[config.mk]
export PLATFORM = sky130hd
export DESIGN_NAME = ram_burst_ctrl_flat
export DESIGN_NICKNAME = d
export VERILOG_FILES = /design/src/rtl/ram_burst_ctrl_if.sv /design/src/rtl/ram_burst_ctrl.sv /design/src/flat_wrapper.sv
export SDC_FILE = /design/constraint.sdc
export NUM_CORES = 1
export LEC_CHECK = 0
export CORE_MARGIN = 1.5
export CORE_UTILIZATION = 48
export DETAILED_ROUTE_END_ITERATION = 8
export PLACE_DENSITY = 0.77
export REMOVE_ABC_BUFFERS = 1
export SLEW_MARGIN = 20
export SYNTH_ARGS = -nofsm -noshare
export SYNTH_HDL_FRONTEND = slang
export SYNTH_SLANG_ARGS = --single-unit
[constraint.sdc]
create_clock -name clk -period 3.85 [get_ports clk]
set_input_delay 0.77 -clock clk [delete_from_list [all_inputs] [get_ports clk]]
set_output_delay 0.77 -clock clk [all_outputs]
set_load 0.1 [all_outputs]
[src/rtl/ram_burst_ctrl_if.sv]
// ram_if: single RAM port bundle shared by ram_burst_ctrl and the RAM blocks.
// ctrl side drives we/din/addr; mem side returns dout one cycle after addr.
interface ram_if #(
   parameter int AWID = 8,
   parameter int DWID = 16
) (
   input logic clk
);
   logic            we;
   logic [DWID-1:0] din;
   logic [AWID-1:0] addr;
   logic [DWID-1:0] dout;

   modport ctrl (output we, output din, output addr, input dout);
   modport mem  (input clk, input we, input din, input addr, output dout);
endinterface

[src/rtl/ram_burst_ctrl.sv]
// ram_burst_ctrl: burst initiator for one RAM port (write stream, credit-limited read stream).
// Optional RAM_BURST_CTRL_INIT_EN: zero-fill the whole RAM after reset before accepting commands.
module ram_burst_ctrl #(
   parameter int DEPTH = 256,
   parameter int AWID  = 8,
   parameter int DWID  = 16,
   parameter int LWID  = 8
) (
   input  logic            clk,
   input  logic            rst,
   ram_if.ctrl             ram,
   input  logic            cmd_valid,
   output logic            cmd_ready,
   input  logic            cmd_write,
   input  logic [AWID-1:0] cmd_addr,
   input  logic [LWID-1:0] cmd_len,
   input  logic            wr_valid,
   output logic            wr_ready,
   input  logic [DWID-1:0] wr_data,
   output logic            rd_valid,
   input  logic            rd_ready,
   output logic [DWID-1:0] rd_data,
   output logic            busy,
   output logic            done
);

   typedef enum logic [2:0] {
      S_IDLE,
      S_WRITE,
      S_READ,
      S_DRAIN
`ifdef RAM_BURST_CTRL_INIT_EN
      , S_INIT
`endif
   } state_t;

`ifdef RAM_BURST_CTRL_INIT_EN
   localparam state_t RST_STATE = S_INIT;
   localparam logic   RST_CRDY  = 1'b0;
`else
   localparam state_t RST_STATE = S_IDLE;
   localparam logic   RST_CRDY  = 1'b1;
`endif

   state_t          state_q, state_d;
   logic [AWID-1:0] addr_q, addr_d;
   logic [LWID-1:0] cnt_q, cnt_d;
   logic            we_q, we_d;
   logic [AWID-1:0] raddr_q, raddr_d;
   logic [DWID-1:0] din_q, din_d;
   logic            cmd_ready_q, cmd_ready_d;
   logic            wr_ready_q, wr_ready_d;
   logic            busy_q, busy_d;
   logic            done_q, done_d;

   logic [1:0]      infl_q, infl_d;
   logic [DWID-1:0] fifo_mem [4];
   logic [1:0]      wp_q, rp_q;
   logic [2:0]      fcnt_q, fcnt_d;
   logic [3:0]      occ;
   logic            issue, push, pop;

   function automatic logic [AWID-1:0] nxt(input logic [AWID-1:0] a);
      return (a == AWID'(DEPTH - 1)) ? '0 : a + 1'b1;
   endfunction

   // Read credit: words in the FIFO plus words still in the RAM pipe never exceed 4.
   assign occ    = 4'(fcnt_q) + 4'(infl_q[0]) + 4'(infl_q[1]);
   assign issue  = (state_q == S_READ) && (occ < 4'd4);
   assign push   = infl_q[1];
   assign pop    = (fcnt_q != 3'd0) && rd_ready;
   assign fcnt_d = fcnt_q + 3'(push) - 3'(pop);
   assign infl_d = {infl_q[0], issue};

   // Next-state and next registered-output values.
   always_comb begin
      state_d = state_q;
      addr_d  = addr_q;
      cnt_d   = cnt_q;
      we_d    = 1'b0;
      raddr_d = raddr_q;
      din_d   = din_q;
      done_d  = 1'b0;
      unique case (state_q)
         S_IDLE: begin
            if (cmd_valid && cmd_ready_q) begin
               addr_d  = cmd_addr;
               cnt_d   = cmd_len;
               state_d = cmd_write ? S_WRITE : S_READ;
            end
         end
         S_WRITE: begin
            if (wr_valid && wr_ready_q) begin
               we_d    = 1'b1;
               raddr_d = addr_q;
               din_d   = wr_data;
               addr_d  = nxt(addr_q);
               cnt_d   = cnt_q - 1'b1;
               if (cnt_q == '0) begin
                  state_d = S_IDLE;
                  done_d  = 1'b1;
               end
            end
         end
         S_READ: begin
            if (issue) begin
               raddr_d = addr_q;
               addr_d  = nxt(addr_q);
               cnt_d   = cnt_q - 1'b1;
               if (cnt_q == '0)
                  state_d = S_DRAIN;
            end
         end
         S_DRAIN: begin
            if (infl_q == 2'b00 && fcnt_d == 3'd0) begin
               state_d = S_IDLE;
               done_d  = 1'b1;
            end
         end
`ifdef RAM_BURST_CTRL_INIT_EN
         S_INIT: begin
            we_d    = 1'b1;
            raddr_d = addr_q;
            din_d   = '0;
            addr_d  = nxt(addr_q);
            if (addr_q == AWID'(DEPTH - 1))
               state_d = S_IDLE;
         end
`endif
         default: state_d = S_IDLE;
      endcase
      cmd_ready_d = (state_q == S_IDLE) && (state_d == S_IDLE);
      wr_ready_d  = (state_d == S_WRITE);
      busy_d      = (state_d != S_IDLE);
   end

   // State, address, burst counter and registered control outputs.
   always_ff @(posedge clk or posedge rst) begin
      if (rst) begin
         state_q     <= RST_STATE;
         addr_q      <= '0;
         cnt_q       <= '0;
         we_q        <= 1'b0;
         raddr_q     <= '0;
         din_q       <= '0;
         cmd_ready_q <= RST_CRDY;
         wr_ready_q  <= 1'b0;
         busy_q      <= 1'b0;
         done_q      <= 1'b0;
      end else begin
         state_q     <= state_d;
         addr_q      <= addr_d;
         cnt_q       <= cnt_d;
         we_q        <= we_d;
         raddr_q     <= raddr_d;
         din_q       <= din_d;
         cmd_ready_q <= cmd_ready_d;
         wr_ready_q  <= wr_ready_d;
         busy_q      <= busy_d;
         done_q      <= done_d;
      end
   end

   // Read pipe valids and the 4-entry output FIFO.
   always_ff @(posedge clk or posedge rst) begin
      if (rst) begin
         infl_q <= 2'b00;
         fcnt_q <= 3'd0;
         wp_q   <= 2'd0;
         rp_q   <= 2'd0;
         for (int i = 0; i < 4; i++)
            fifo_mem[i] <= '0;
      end else begin
         infl_q <= infl_d;
         fcnt_q <= fcnt_d;
         if (push) begin
            fifo_mem[wp_q] <= ram.dout;
            wp_q           <= wp_q + 2'd1;
         end
         if (pop)
            rp_q <= rp_q + 2'd1;
      end
   end

   assign ram.we    = we_q;
   assign ram.addr  = raddr_q;
   assign ram.din   = din_q;
   assign cmd_ready = cmd_ready_q;
   assign wr_ready  = wr_ready_q;
   assign busy      = busy_q;
   assign done      = done_q;
   assign rd_valid  = (fcnt_q != 3'd0);
   assign rd_data   = fifo_mem[rp_q];

endmodule
[src/flat_wrapper.sv]
// flat-port wrapper written by rule: the top's interface ports become plain ports
module ram_burst_ctrl_flat 
#(
   parameter int DEPTH = 256,
   parameter int AWID  = 8,
   parameter int DWID  = 16,
   parameter int LWID  = 8
)
  (clk, rst, cmd_valid, cmd_ready, cmd_write, cmd_addr, cmd_len, wr_valid, wr_ready, wr_data, rd_valid, rd_ready, rd_data, busy, done, ram_we, ram_din, ram_addr, ram_dout);
  ram_if #(.AWID(AWID), .DWID(DWID)) ram_i (.clk(clk));
  input  logic clk;
  input  logic rst;
  input  logic cmd_valid;
  output logic cmd_ready;
  input  logic cmd_write;
  input  logic [AWID-1:0] cmd_addr;
  input  logic [LWID-1:0] cmd_len;
  input  logic wr_valid;
  output logic wr_ready;
  input  logic [DWID-1:0] wr_data;
  output logic rd_valid;
  input  logic rd_ready;
  output logic [DWID-1:0] rd_data;
  output logic busy;
  output logic done;
  output wire logic [$bits(ram_i.we)-1:0] ram_we;
  output wire logic [$bits(ram_i.din)-1:0] ram_din;
  output wire logic [$bits(ram_i.addr)-1:0] ram_addr;
  input wire logic [$bits(ram_i.dout)-1:0] ram_dout;
  assign ram_we = ram_i.we;
  assign ram_din = ram_i.din;
  assign ram_addr = ram_i.addr;
  assign ram_i.dout = ram_dout;
  ram_burst_ctrl #(.DEPTH(DEPTH), .AWID(AWID), .DWID(DWID), .LWID(LWID)) u_core (.clk(clk), .rst(rst), .ram(ram_i), .cmd_valid(cmd_valid), .cmd_ready(cmd_ready), .cmd_write(cmd_write), .cmd_addr(cmd_addr), .cmd_len(cmd_len), .wr_valid(wr_valid), .wr_ready(wr_ready), .wr_data(wr_data), .rd_valid(rd_valid), .rd_ready(rd_ready), .rd_data(rd_data), .busy(busy), .done(done));
endmodule
==> results.toml <==
[floorplanning]
std_cell_rows = 39
core-area_sq_um = 11400
dieArea_sq_um = 12400
start_util_pct = 49.3
io_pins = 100
die_w_um = 111
die_h_um = 111

[drt]
first_pass_iters = 6
drt_wl_total_mm = 11.9
dr_wl_met3_um = 709
wl_met1_mm = 5.09
viasPerCell = 5.51
drt_iter0_drc = 167
met2WireLength_mm = 5.97
drc_errors = 0
top_layer = "met4"
wl_per_cell_um = 17.1
ant_nets = 0
num_vias = 3826

[worst_setup_path]
worstPathCellList = "or3_2, and2_1, ha_1, inv_1, ha_1, inv_1, fa_1, xor2_1, nor4b_1, nand2_1, a32oi_1, o21bai_1"
worstSetupPathType = "flip-flop to flip-flop"
cp_top_family = "simple AND/OR/NAND/NOR gates"
endpoint_kind = "flip-flop"
startpoint = "u_core.fcnt_q[1]$_DFF_PP0_"
endpoint = "u_core.busy$_DFF_PP0_"
cpMaxStageDelayCell = "or3_2"
r2r_start = "u_core.fcnt_q[1]$_DFF_PP0_"
cp_max_fo = 5
crit_required_ns = 4.13
arrival_ns = 3.53
max_stage_delay_ns = 0.51
crit_buf_inv = 2
regToRegEndpoint = "u_core.busy$_DFF_PP0_"
crit_cells = 12
regToRegSetupSlack_ns = 0.60
critPathLaunchType = "flip-flop"
worst_r2r_path_depth = 12

[clock_network]
cts_root_buf = "clkbuf_16"
postCtsSetupBuffers = 0
cts_tree = "yes"
cts_resized = 0
cts.path.max_buffers = 2
postCtsHoldBufs = 0
cts.sinks = 121
clk_pin_slew_ns = 0.05
clock_latency_ns = 0.40
cts_buffers = 17
htreeDepth = 4

[synthesis]
netlist_area_sq_um = 5630
ys_ff_latch = 121
yosys-top-cells-area = "dfrtp_1 (53%), mux2_2 (13%), mux4_2 (6.4%), nand2_1 (4.5%), ha_1 (2.4%)"
synth.most_common_cell = "dfrtp_1"
synthCells = 441
post-synth-top-area-cell = "dfrtp_1"
synth-edff-count = 0
syn_avg_cell_area_sq_um = 12.8
synth_cell_types = 69
yosys_warnings = 0
synthFlopType = "dfrtp_1"
synth_top_area_share_pct = 53.3
synth_top_cells_by_count = "dfrtp_1 (120), nand2_1 (67), mux2_2 (64)"
async_flop_share_pct = 100
ys_seq_area_share_pct = 53.8

[timing]
fin_worst_skew_ns = 0.00373
period_share_pct = 84.4
min_period_ns = 3.25
holdWs_ns = 0.428
final_hold_viol_count = 0
worst_pin_slew_ns = 1.01
setup_viol = 0
drv_slew = 0
finalSetupTns_ns = 0
slew-limit-headroom_pct = 32.2
fmax_ghz = 0.308
rsz0062_at_grt = "no"

[grt]
track_usage_pct = 20.6
overflow = 0
grt_max_degree = 75
grt_pass1_vias = 4083
grt_pass1_wl_mm = 20.2
antenna_found_initial = 0

[placement]
portBuffers = 99
post-dp-hpwl_mm = 7.93
gp_congestion = 0.831
placed_cell_area_sq_um = 6670

[cells_and_area]
drive_gt1_share_pct = 27.5
nets = 608
synthToLayoutAreaGrowth_pct = 27.9
antenna_cells = 0
final_area_sq_um = 7200

[power]
power_leakage_nw = 3.13
power.density_nw_per_um2 = 858
ir_worst_vdd_v = 0.000880

[run_status]
status = "complete, no violations"

[job]
drv_cap = 0

[worst_hold_path]
hold_class = "flip-flop to flip-flop"
routing by layer:
| metal | GRT usage [%] | vias to the layer above |
|---|---|---|
| met1 | 25.6 | 1930 |
| met2 | 34.1 | 106 |
| met4 | 5.74 | 0 |
| li1 | - | 1779 |
| met3 | 7.55 | 11 |
| met5 | 0 | - |
cell usage in the layout (no fill, tap or decap), types with 3 or more instances in the layout:
| cell | instances |
|---|---|
| nand2_1 | 67 |
| a31oi_1 | 3 |
| o21ai_0 | 10 |
| a21oi_1 | 14 |
| clkbuf_16 | 17 |
| o21ai_1 | 6 |
| or3_1 | 3 |
| clkbuf_1 | 4 |
| xor2_1 | 4 |
| mux2_2 | 64 |
| nand3_1 | 8 |
| ha_1 | 11 |
| inv_1 | 13 |
| mux2_4 | 8 |
| clkdlybuf4s50_1 | 83 |
| mux4_2 | 16 |
| buf_4 | 18 |
| nor2_1 | 13 |
| nor3_1 | 4 |
| clkbuf_8 | 5 |
| dfrtp_1 | 120 |
| clkinv_2 | 3 |
worst min-delay path by stage:
stage,start,end,cells past startpoint,slack [ns]
3_3_place_gp,u_core.infl_q[0]$_DFF_PP0_,u_core.infl_q[1]$_DFF_PP0_,0,0.42
4_1_cts,u_core.infl_q[0]$_DFF_PP0_,u_core.infl_q[1]$_DFF_PP0_,0,0.43
2_1_floorplan,u_core.infl_q[0]$_DFF_PP0_,u_core.infl_q[1]$_DFF_PP0_,0,0.40
6_report,u_core.infl_q[0]$_DFF_PP0_,u_core.infl_q[1]$_DFF_PP0_,0,0.43
5_1_grt,u_core.infl_q[0]$_DFF_PP0_,u_core.infl_q[1]$_DFF_PP0_,0,0.47
3_5_place_dp,u_core.infl_q[0]$_DFF_PP0_,u_core.infl_q[1]$_DFF_PP0_,0,0.42
layout make-up:
class | instances | area, sq um
clock inverter | 3 | 15.0
multi-input combinational | 285 | 2420
fill | 887 | 4220
timing repair buffer | 102 | 986
sequential | 121 | 3030
clock buffer | 26 | 509
inverter | 15 | 58.8
tap | 143 | 179
registers in the layout (all words and copies together), names as in the netlist:
signal            flops
u_core.wp_q           2
u_core.wr_ready       1
u_core.fifo_mem      64
u_core.rp_q           2
u_core.ram.addr       8
u_core.cnt_q          8
u_core.addr_q         8
u_core.cmd_ready      1
u_core.done           1
u_core.ram.din       16
u_core.infl_q         2
u_core.state_q        3
u_core.fcnt_q         3
u_core.ram.we         1
u_core.busy           1
cells by family after synthesis:
logic type,Yosys count,share of synthesized area (%)
other,1,0.0666
muxes,89,21.5
AOI/OAI and AO/OA,65,8.60
adders and majority gates,12,2.80
and+or+nand+nor,113,9.25
buffers and inverters,35,3.18
xor gates and xnor gates,5,0.778
DFF,121,53.8
power by group:
| part | internal (mW) | switching [mW] |
|---|---|---|
| Clock | 0.893 | 0.506 |
| Sequential | 1.65 | 0.360 |
| Combinational | 0.919 | 1.86 |
| Total | 3.46 | 2.72 |
stage by stage:
step	util (%)	setup slack (ns)	instances	total power [mW]
after global placement	58.4	0.480	666	4.72
after CTS	63.0	0.581	695	6.22
after detailed placement	58.4	0.416	666	4.80
after floorplan	-	-0.133	421	4.27
after global routing	63.0	0.429	695	6.46
final	63.0	0.600	695	6.18
Note: power is estimated with default switching activity, not from simulation.
